## src/rtl/cpu_pkg.sv

```systemverilog
// ----------------------------------------------------------------------------
// cpu_pkg
// Shared definitions for the 16-bit pipeline control blocks.
//   OP_LDR / OP_STR    : memory opcodes found in instruction bits [15:11]
//   NOP_INSTR          : bubble encoding for pipeline instruction registers
//   ctrl_mem_state_t   : state encoding of the memory-stage controller
// ----------------------------------------------------------------------------
package cpu_pkg;

    localparam logic [4:0]  OP_LDR    = 5'b01101;
    localparam logic [4:0]  OP_STR    = 5'b01110;
    localparam logic [15:0] NOP_INSTR = 16'h0000;

    typedef enum logic [1:0] {
        ST_IDLE,
        ST_ACCESS,
        ST_COMMIT
    } ctrl_mem_state_t;

endpackage

```

## src/rtl/ctrl_mem.sv

```systemverilog
// ----------------------------------------------------------------------------
// ctrl_mem
// Memory-stage control. Decodes the MEM-stage instruction, runs the data
// memory request/acknowledge handshake for LDR/STR, freezes upstream stages
// while an access is outstanding and feeds the WB-stage instruction register
// (bubble while memory is busy).
//
// Ports:
//   clk          in   rising-edge clock
//   rst          in   synchronous reset, active low
//   i_stall      in   downstream/hazard stall; holds WB IR, blocks new access
//   i_ir_mem     in   [15:0] MEM-stage instruction register
//   i_mem_ack    in   data memory acknowledge (one cycle per access)
//   o_ir_wb      out  [15:0] WB-stage instruction register
//   o_mem_req    out  registered data memory request
//   o_mem_we     out  write enable, valid while o_mem_req is high
//   o_stall_req  out  combinational freeze request to upstream stages
//   o_mem_err    out  sticky access-abort flag (0 unless timeout enabled)
//
// Build option:
//   CTRL_MEM_TIMEOUT_EN  abort an access after TIMEOUT cycles without ack
// ----------------------------------------------------------------------------
module ctrl_mem #(
    parameter logic [15:0] NOP_INSTR = cpu_pkg::NOP_INSTR,
    parameter int unsigned TIMEOUT   = 16
) (
    input  logic        clk,
    input  logic        rst,
    input  logic        i_stall,
    input  logic [15:0] i_ir_mem,
    input  logic        i_mem_ack,
    output logic [15:0] o_ir_wb,
    output logic        o_mem_req,
    output logic        o_mem_we,
    output logic        o_stall_req,
    output logic        o_mem_err
);

    import cpu_pkg::*;

    ctrl_mem_state_t state, state_nxt;

    logic [15:0] ir_hold, ir_hold_nxt;
    logic [15:0] ir_wb_nxt;
    logic        req_nxt;
    logic        we_nxt;
    logic        is_load;
    logic        is_store;

`ifdef CTRL_MEM_TIMEOUT_EN
    logic [15:0] cnt, cnt_nxt;
    logic        err_nxt;
`endif

    // Opcode decode
    always_comb begin
        is_load  = (i_ir_mem[15:11] == OP_LDR);
        is_store = (i_ir_mem[15:11] == OP_STR);
    end

    always_ff @(posedge clk) begin
        if (!rst) begin
            state     <= ST_IDLE;
            o_ir_wb   <= NOP_INSTR;
            o_mem_req <= 1'b0;
            o_mem_we  <= 1'b0;
            ir_hold   <= NOP_INSTR;
`ifdef CTRL_MEM_TIMEOUT_EN
            cnt       <= '0;
            o_mem_err <= 1'b0;
`endif
        end else begin
            state     <= state_nxt;
            o_ir_wb   <= ir_wb_nxt;
            o_mem_req <= req_nxt;
            o_mem_we  <= we_nxt;
            ir_hold   <= ir_hold_nxt;
`ifdef CTRL_MEM_TIMEOUT_EN
            cnt       <= cnt_nxt;
            o_mem_err <= err_nxt;
`endif
        end
    end

`ifndef CTRL_MEM_TIMEOUT_EN
    assign o_mem_err = 1'b0;
`endif

    always_comb begin
        state_nxt   = state;
        ir_wb_nxt   = o_ir_wb;
        req_nxt     = o_mem_req;
        we_nxt      = o_mem_we;
        ir_hold_nxt = ir_hold;
        o_stall_req = 1'b0;
`ifdef CTRL_MEM_TIMEOUT_EN
        cnt_nxt     = cnt;
        err_nxt     = o_mem_err;
`endif

        unique case (state)
            ST_IDLE: begin
                if (!i_stall) begin
                    if (is_load || is_store) begin
                        o_stall_req = 1'b1;
                        ir_hold_nxt = i_ir_mem;
                        req_nxt     = 1'b1;
                        we_nxt      = is_store;
                        ir_wb_nxt   = NOP_INSTR;
                        state_nxt   = ST_ACCESS;
`ifdef CTRL_MEM_TIMEOUT_EN
                        cnt_nxt     = '0;
`endif
                    end else begin
                        ir_wb_nxt = i_ir_mem;
                    end
                end
            end

            ST_ACCESS: begin
                o_stall_req = 1'b1;
                if (i_mem_ack) begin
                    req_nxt = 1'b0;
                    we_nxt  = 1'b0;
                    if (!i_stall) begin
                        // Release upstream in the ack cycle so it advances
                        // on the same edge that commits this instruction.
                        o_stall_req = 1'b0;
                        ir_wb_nxt   = ir_hold;
                        state_nxt   = ST_IDLE;
                    end else begin
                        state_nxt = ST_COMMIT;
                    end
                end
`ifdef CTRL_MEM_TIMEOUT_EN
                else if (cnt == 16'(TIMEOUT - 1)) begin
                    // Squash the instruction and let upstream move past it,
                    // otherwise the same access would be reissued.
                    o_stall_req = 1'b0;
                    req_nxt     = 1'b0;
                    we_nxt      = 1'b0;
                    err_nxt     = 1'b1;
                    ir_wb_nxt   = NOP_INSTR;
                    state_nxt   = ST_IDLE;
                end else begin
                    cnt_nxt = cnt + 16'd1;
                end
`endif
            end

            ST_COMMIT: begin
                o_stall_req = i_stall;
                if (!i_stall) begin
                    ir_wb_nxt = ir_hold;
                    state_nxt = ST_IDLE;
                end
            end

            default: begin
                state_nxt = ST_IDLE;
            end
        endcase
    end

endmodule

```

## config.mk

```make
export PLATFORM = sky130hd
export DESIGN_NAME = ctrl_mem
export DESIGN_NICKNAME = d
export VERILOG_FILES = /design/src/rtl/cpu_pkg.sv /design/src/rtl/ctrl_mem.sv
export SDC_FILE = /design/constraint.sdc
export NUM_CORES = 1
export LEC_CHECK = 0
export ABC_AREA = 0
export BUFFER_PORTS_ARGS = -buffer_cell sky130_fd_sc_hd__buf_2
export CORE_MARGIN = 2
export CORE_UTILIZATION = 52
export DETAILED_ROUTE_END_ITERATION = 10
export PLACE_DENSITY = 0.86
export SYNTH_ARGS = -nofsm -noshare
export SYNTH_HDL_FRONTEND = slang
export SYNTH_SLANG_ARGS = --single-unit
export TNS_END_PERCENT = 50
```

## constraint.sdc

```tcl
create_clock -name clk -period 1.95 [get_ports clk]
set_clock_uncertainty 0.05 [all_clocks]
set_input_delay 0.195 -clock clk [delete_from_list [all_inputs] [get_ports clk]]
set_output_delay 0.195 -clock clk [all_outputs]
set_load 0.02 [all_outputs]
```

# Yosys cells after proc, flatten, opt, wreduce, memory -nomap -nowiden
# Index checks and enable logic that the tools add are counted.
[word_totals]
reg_bits = 36
inputBits = 20
out_inout_bits = 20
wordCells = 45
[classes]
eq_ne = 8
mux = 23
bitwise_logic = 1
reduce_logical = 8
[op_table]
columns = ["cell", "n"]
rows = [
  ["16-bit 2-to-1 mux", 4],
  ["16-bit one-hot mux with 3 select lines", 1],
  ["5-bit by 4-bit equality test with 1-bit output, second input constant", 2],
  ["2-bit 2-to-1 mux", 5],
  ["1-bit 2-to-1 mux", 9],
  ["2-bit != test, second input constant", 4],
  ["4-bit AND reduction", 2],
  ["2-bit one-hot mux with 3 select lines", 1],
  ["3-bit AND reduction", 2],
  ["1-bit one-hot mux with 2 select lines", 2],
  ["1-bit one-hot mux with 3 select lines", 1],
  ["3-bit nonzero test", 1],
  ["2-bit by 1-bit equality test with 1-bit output, second input constant", 1],
  ["2-bit equality test, second input constant", 1],
  ["2-bit zero test", 1],
  ["2-bit nonzero test", 1],
  ["1-bit logical OR", 1],
  ["1-bit inverter", 1],
]

# Longest topological paths before layout
[logic_depth]
word_depth = 5
ltp_mapped = 9
ltp_nobuf = 6

# Worst setup path after synthesis
# OpenSTA, ideal clock, no wires.
[synth_timing]
kind = "register -> output"
startpoint = "register state[0]"
endpoint = "output o_stall_req"
t_arrival_ns = 1.603
required_ns = 1.705
slack_ns = 0.102
path_stages_with_launch = 9
path_buffers = 3
path_cell_list = "dfxtp_1 -> inv_1 -> ha_1 -> clkbuf_1 -> and4b_1 -> buf_6 -> buf_12 -> nor2_1 -> nor2_1"
[synth_between]
elab_chain_cells = 2
elab_cells_between_ends = 4
classes_between = "eq/ne: 2; mux: 1; reduce/logical: 1"
[synth_rtl]
columns = ["element", "line", "source"]
rows = [
  ["start: declaration", "ctrl_mem.sv:41", "ctrl_mem_state_t state, state_nxt;"],
  ["start signal: assignment", "ctrl_mem.sv:73", "state <= state_nxt;"],
  ["2-bit equality test (tied with other cells)", "ctrl_mem.sv:101", "unique case (state)"],
  ["1-bit one-hot mux with 3 select lines *", "ctrl_mem.sv:101", ""],
  ["end: declaration", "ctrl_mem.sv:35", "output logic o_stall_req,"],
]
# Every way passes the cells marked *; elsewhere a longest branch is shown, timed or not.

# Worst setup path in the final report
[layout_timing]
startpoint = "register state[1]"
endpoint = "output o_stall_req"
# Same word-level chain as after synthesis.

==> results.cfg <==
[clock_tree]
clkSlewWorstSetupHoldPaths_ns = 0.11
clk-insertion-delay-late_ns = 0.35
cts_hold_repair.buffers = 0
cts-root-to-sink-buffers = 2
tritoncts.num_buffers = 5
clock_tree_from_tritoncts = built
cts-root-buf = clkbuf_4
h_tree_lvls = 2
numClockSinks = 36

[timing]
timing.final.max_slew_violations = 0
hold_viol = 0
finalWorstPathRequiredPeriod_ns = 1.871
timing.final.setup_violations = 0
rsz0062_at_grt = no
max_clock_freq_mhz = 534.5
setup-tns-final_ns = 0
post_route_fraction_of_the_period_consumed_by_the_critical_path_pct = 95.95

[setup_path]
peak_per_stage_delay_on_the_critical_path_ns = 0.34
path_common_cell = nor2_1
path_max_fanout = 6
sequence_of_cells_on_the_critical_path = inv_1 > ha_2 > buf_4 > o21ai_1 > nand2_1 > nor2_1 > nor2_1 > buf_2
end_kind = output pin
arrival_time_of_data_at_the_critical_path_endpoint_ns = 1.63
cp.required_ns = 1.70
worst_path_max_delay_cell = dfxtp_2
timing_worst_setup_path_type = flop to output pin
timing.critical_path.from_type = flop
critical_path_depth = 8
crit_buf_inv = 3
path_delay_family = buffers and inverters
reg2reg_depth = 7

[layout]
insertedDiodeCount = 0
finalCoreUtilization_pct = 64.71
drive_above_1_share_pct = 27.56
area_delta_synth_final_pct = 20.95
num-nets-final = 248

[global_route]
grt_max_degree = 23
wire_length_of_the_first_global_routing_pass_um = 5464
use_met1_pct = 27.66
global_route_congestion_overflow_total = 0
grt_use_total_pct = 21.02
grt-busiest-layer = met2
number_of_global_route_vias_before_repair = 1211
groute.layer.met2.usage_pct = 31.87
initial_antenna_violation_count = 0
globalRouteMet3Util_pct = 5.895

[outcome]
run_status = finished clean

[synth]
synth.top_cell.area_share_pct = 44.86
ys_warn_count = 0
mean_post_synth_cell_area_um2 = 8.876
synthDominantAreaCellType = dfxtp_1
yosys_register_bits = 36
postSynth.topFlopCell = dfxtp_1
most_common_cell_in_the_netlist = dfxtp_1
synthesized_nets = 205
netlist_area_mm2 = 0.001607
netlist_instances = 181
netlist-cell-type-count = 32
yosysSeqAreaShare_pct = 44.86
number_of_enable_flip_flop_cells_after_synthesis = 0
async_set_or_reset_flop_fraction_in_the_synthesized_netlist_pct = 0
synth_area_leaders = dfxtp_1, mux2i_1, a21oi_1
netlist_top_cells_count = dfxtp_1, a21oi_1, nor2_1

[floorplan]
die_width_um = 59.59
die_area_mm2 = 0.003550
fp.dieH_um = 59.59
i_o_pin_cnt = 40
fp.coreArea_mm2 = 0.003003
effective_utilization_at_floorplan_pct = 53.50
num_rows = 20

[detailed_routing]
first_pass_iters = 4
routedWlPerCell_um = 13.92
dr.first_iter.drc_count = 76
antenna_left = 0
drc = 0
vias_per_cell = 5.578
wirelength_um = 3592
detailed_route_via_count = 1439

[pwr]
peak_vdd_ir_mv = 0.4893
p_per_area_mw_per_mm2 = 800.7
p_leak_nw = 0.8642

[placed_design]
gp_congestion = 0.8581
post-dp-hpwl_um = 2514
port_buffers = 38

[job]
max_cap_violations = 0

[hold_path]
hold_class = input pin to flop
min_path_cells = 3
-- area by class of cell --
| class | count | area [um2] |
|---|---|---|
| fill | 264 | 1060 |
| multi-input combinational | 125 | 797.0 |
| sequential | 36 | 721.9 |
| timing repair buffer | 51 | 287.8 |
| clock buffer | 6 | 41.29 |
| tap | 33 | 41.29 |
| clock inverter | 2 | 35.03 |
| inverter | 5 | 18.77 |
-- placed cells by master (no fill, tap or decap), types with 2 or more instances in the layout --
cell,Yosys,routed
ha_1,4,2
nand2b_1,3,3
nand2_1,10,10
buf_4,1,13
mux2i_1,14,14
nand3_1,2,2
dfxtp_1,36,35
a22oi_1,11,11
nand3b_1,2,2
nand4b_1,2,2
inv_1,5,5
nor2_1,21,21
o211ai_1,3,3
clkbuf_4,0,5
o21ai_0,18,17
buf_2,1,38
and3b_1,2,2
a21oi_1,21,21
-- cells by family after synthesis --
group           count (synthesis)  share of synthesized area (%)
simple gates                   47                          14.64
other cells                     1                         0.2334
compound gates                 58                          21.42
xor+xnor                        1                         0.5453
mux                            14                          8.722
buf+inv                        20                          6.464
fa+ha+maj                       4                          3.115
flops                          36                          44.86
-- registers in the layout, summed over array words and instances (netlist names) --
| signal | count |
|---|---|
| o_mem_req | 1 |
| state | 2 |
| ir_hold | 16 |
| o_ir_wb | 16 |
| o_mem_we | 1 |
-- worst register-to-register path, stage by stage, from the launching register on --
cell	delay [ns]
dfxtp_1	0.40
inv_1	0.10
ha_4	0.27
buf_4	0.24
a21oi_1	0.10
buf_4	0.17
a22oi_1	0.17
a21oi_1	0.09
-- metal layers --
metal,wire length (um),vias to the layer above
met5,0,-
met4,64,0
met3,190,6
met2,1711,48
met1,1625,662
li1,-,723
-- worst paths after layout --
check | endpoint | startpoint | slack, ns
worst max-delay path | o_stall_req | state[1] | 0.08
worst min-delay path | ir_hold[10] | i_ir_mem[10] | 0.04
worst max register to register | o_ir_wb[6] | state[0] | 0.26
worst min register to register | ir_hold[15] | ir_hold[15] | 0.39
-- what timing repair did --
action / 4_1_cts / 5_1_grt
gates resized for setup: 4 / 1
setup buffers: 1 / 1
setup endpoints to repair: 1 / 1
endpoints found under the hold margin: 0 / 0
-- power breakdown --
part	switching, mW	leakage (nW)	internal, mW	total, mW
registers	0.0183	0.295	0.773	0.791
clock network	0.255	0.0422	0.269	0.524
logic	0.145	0.527	0.0959	0.241
-- metrics by stage --
stage | hold WS, ns | worst slack [ns] | instances | total power, mW | cell area (um2)
after CTS | 0.03851 | 0.03173 | 257 | 1.565 | 1933
final | 0.04093 | 0.07897 | 258 | 1.556 | 1943
after global routing | 0.05109 | 0.004198 | 258 | 1.622 | 1943
after floorplan | 0.2351 | 0.1023 | 181 | 0.9550 | 1607
after global placement | 0.3697 | 0.2631 | 248 | 1.040 | 1836
after detailed placement | 0.3726 | 0.1942 | 248 | 1.046 | 1836
Power figures use the tool's default switching activity.
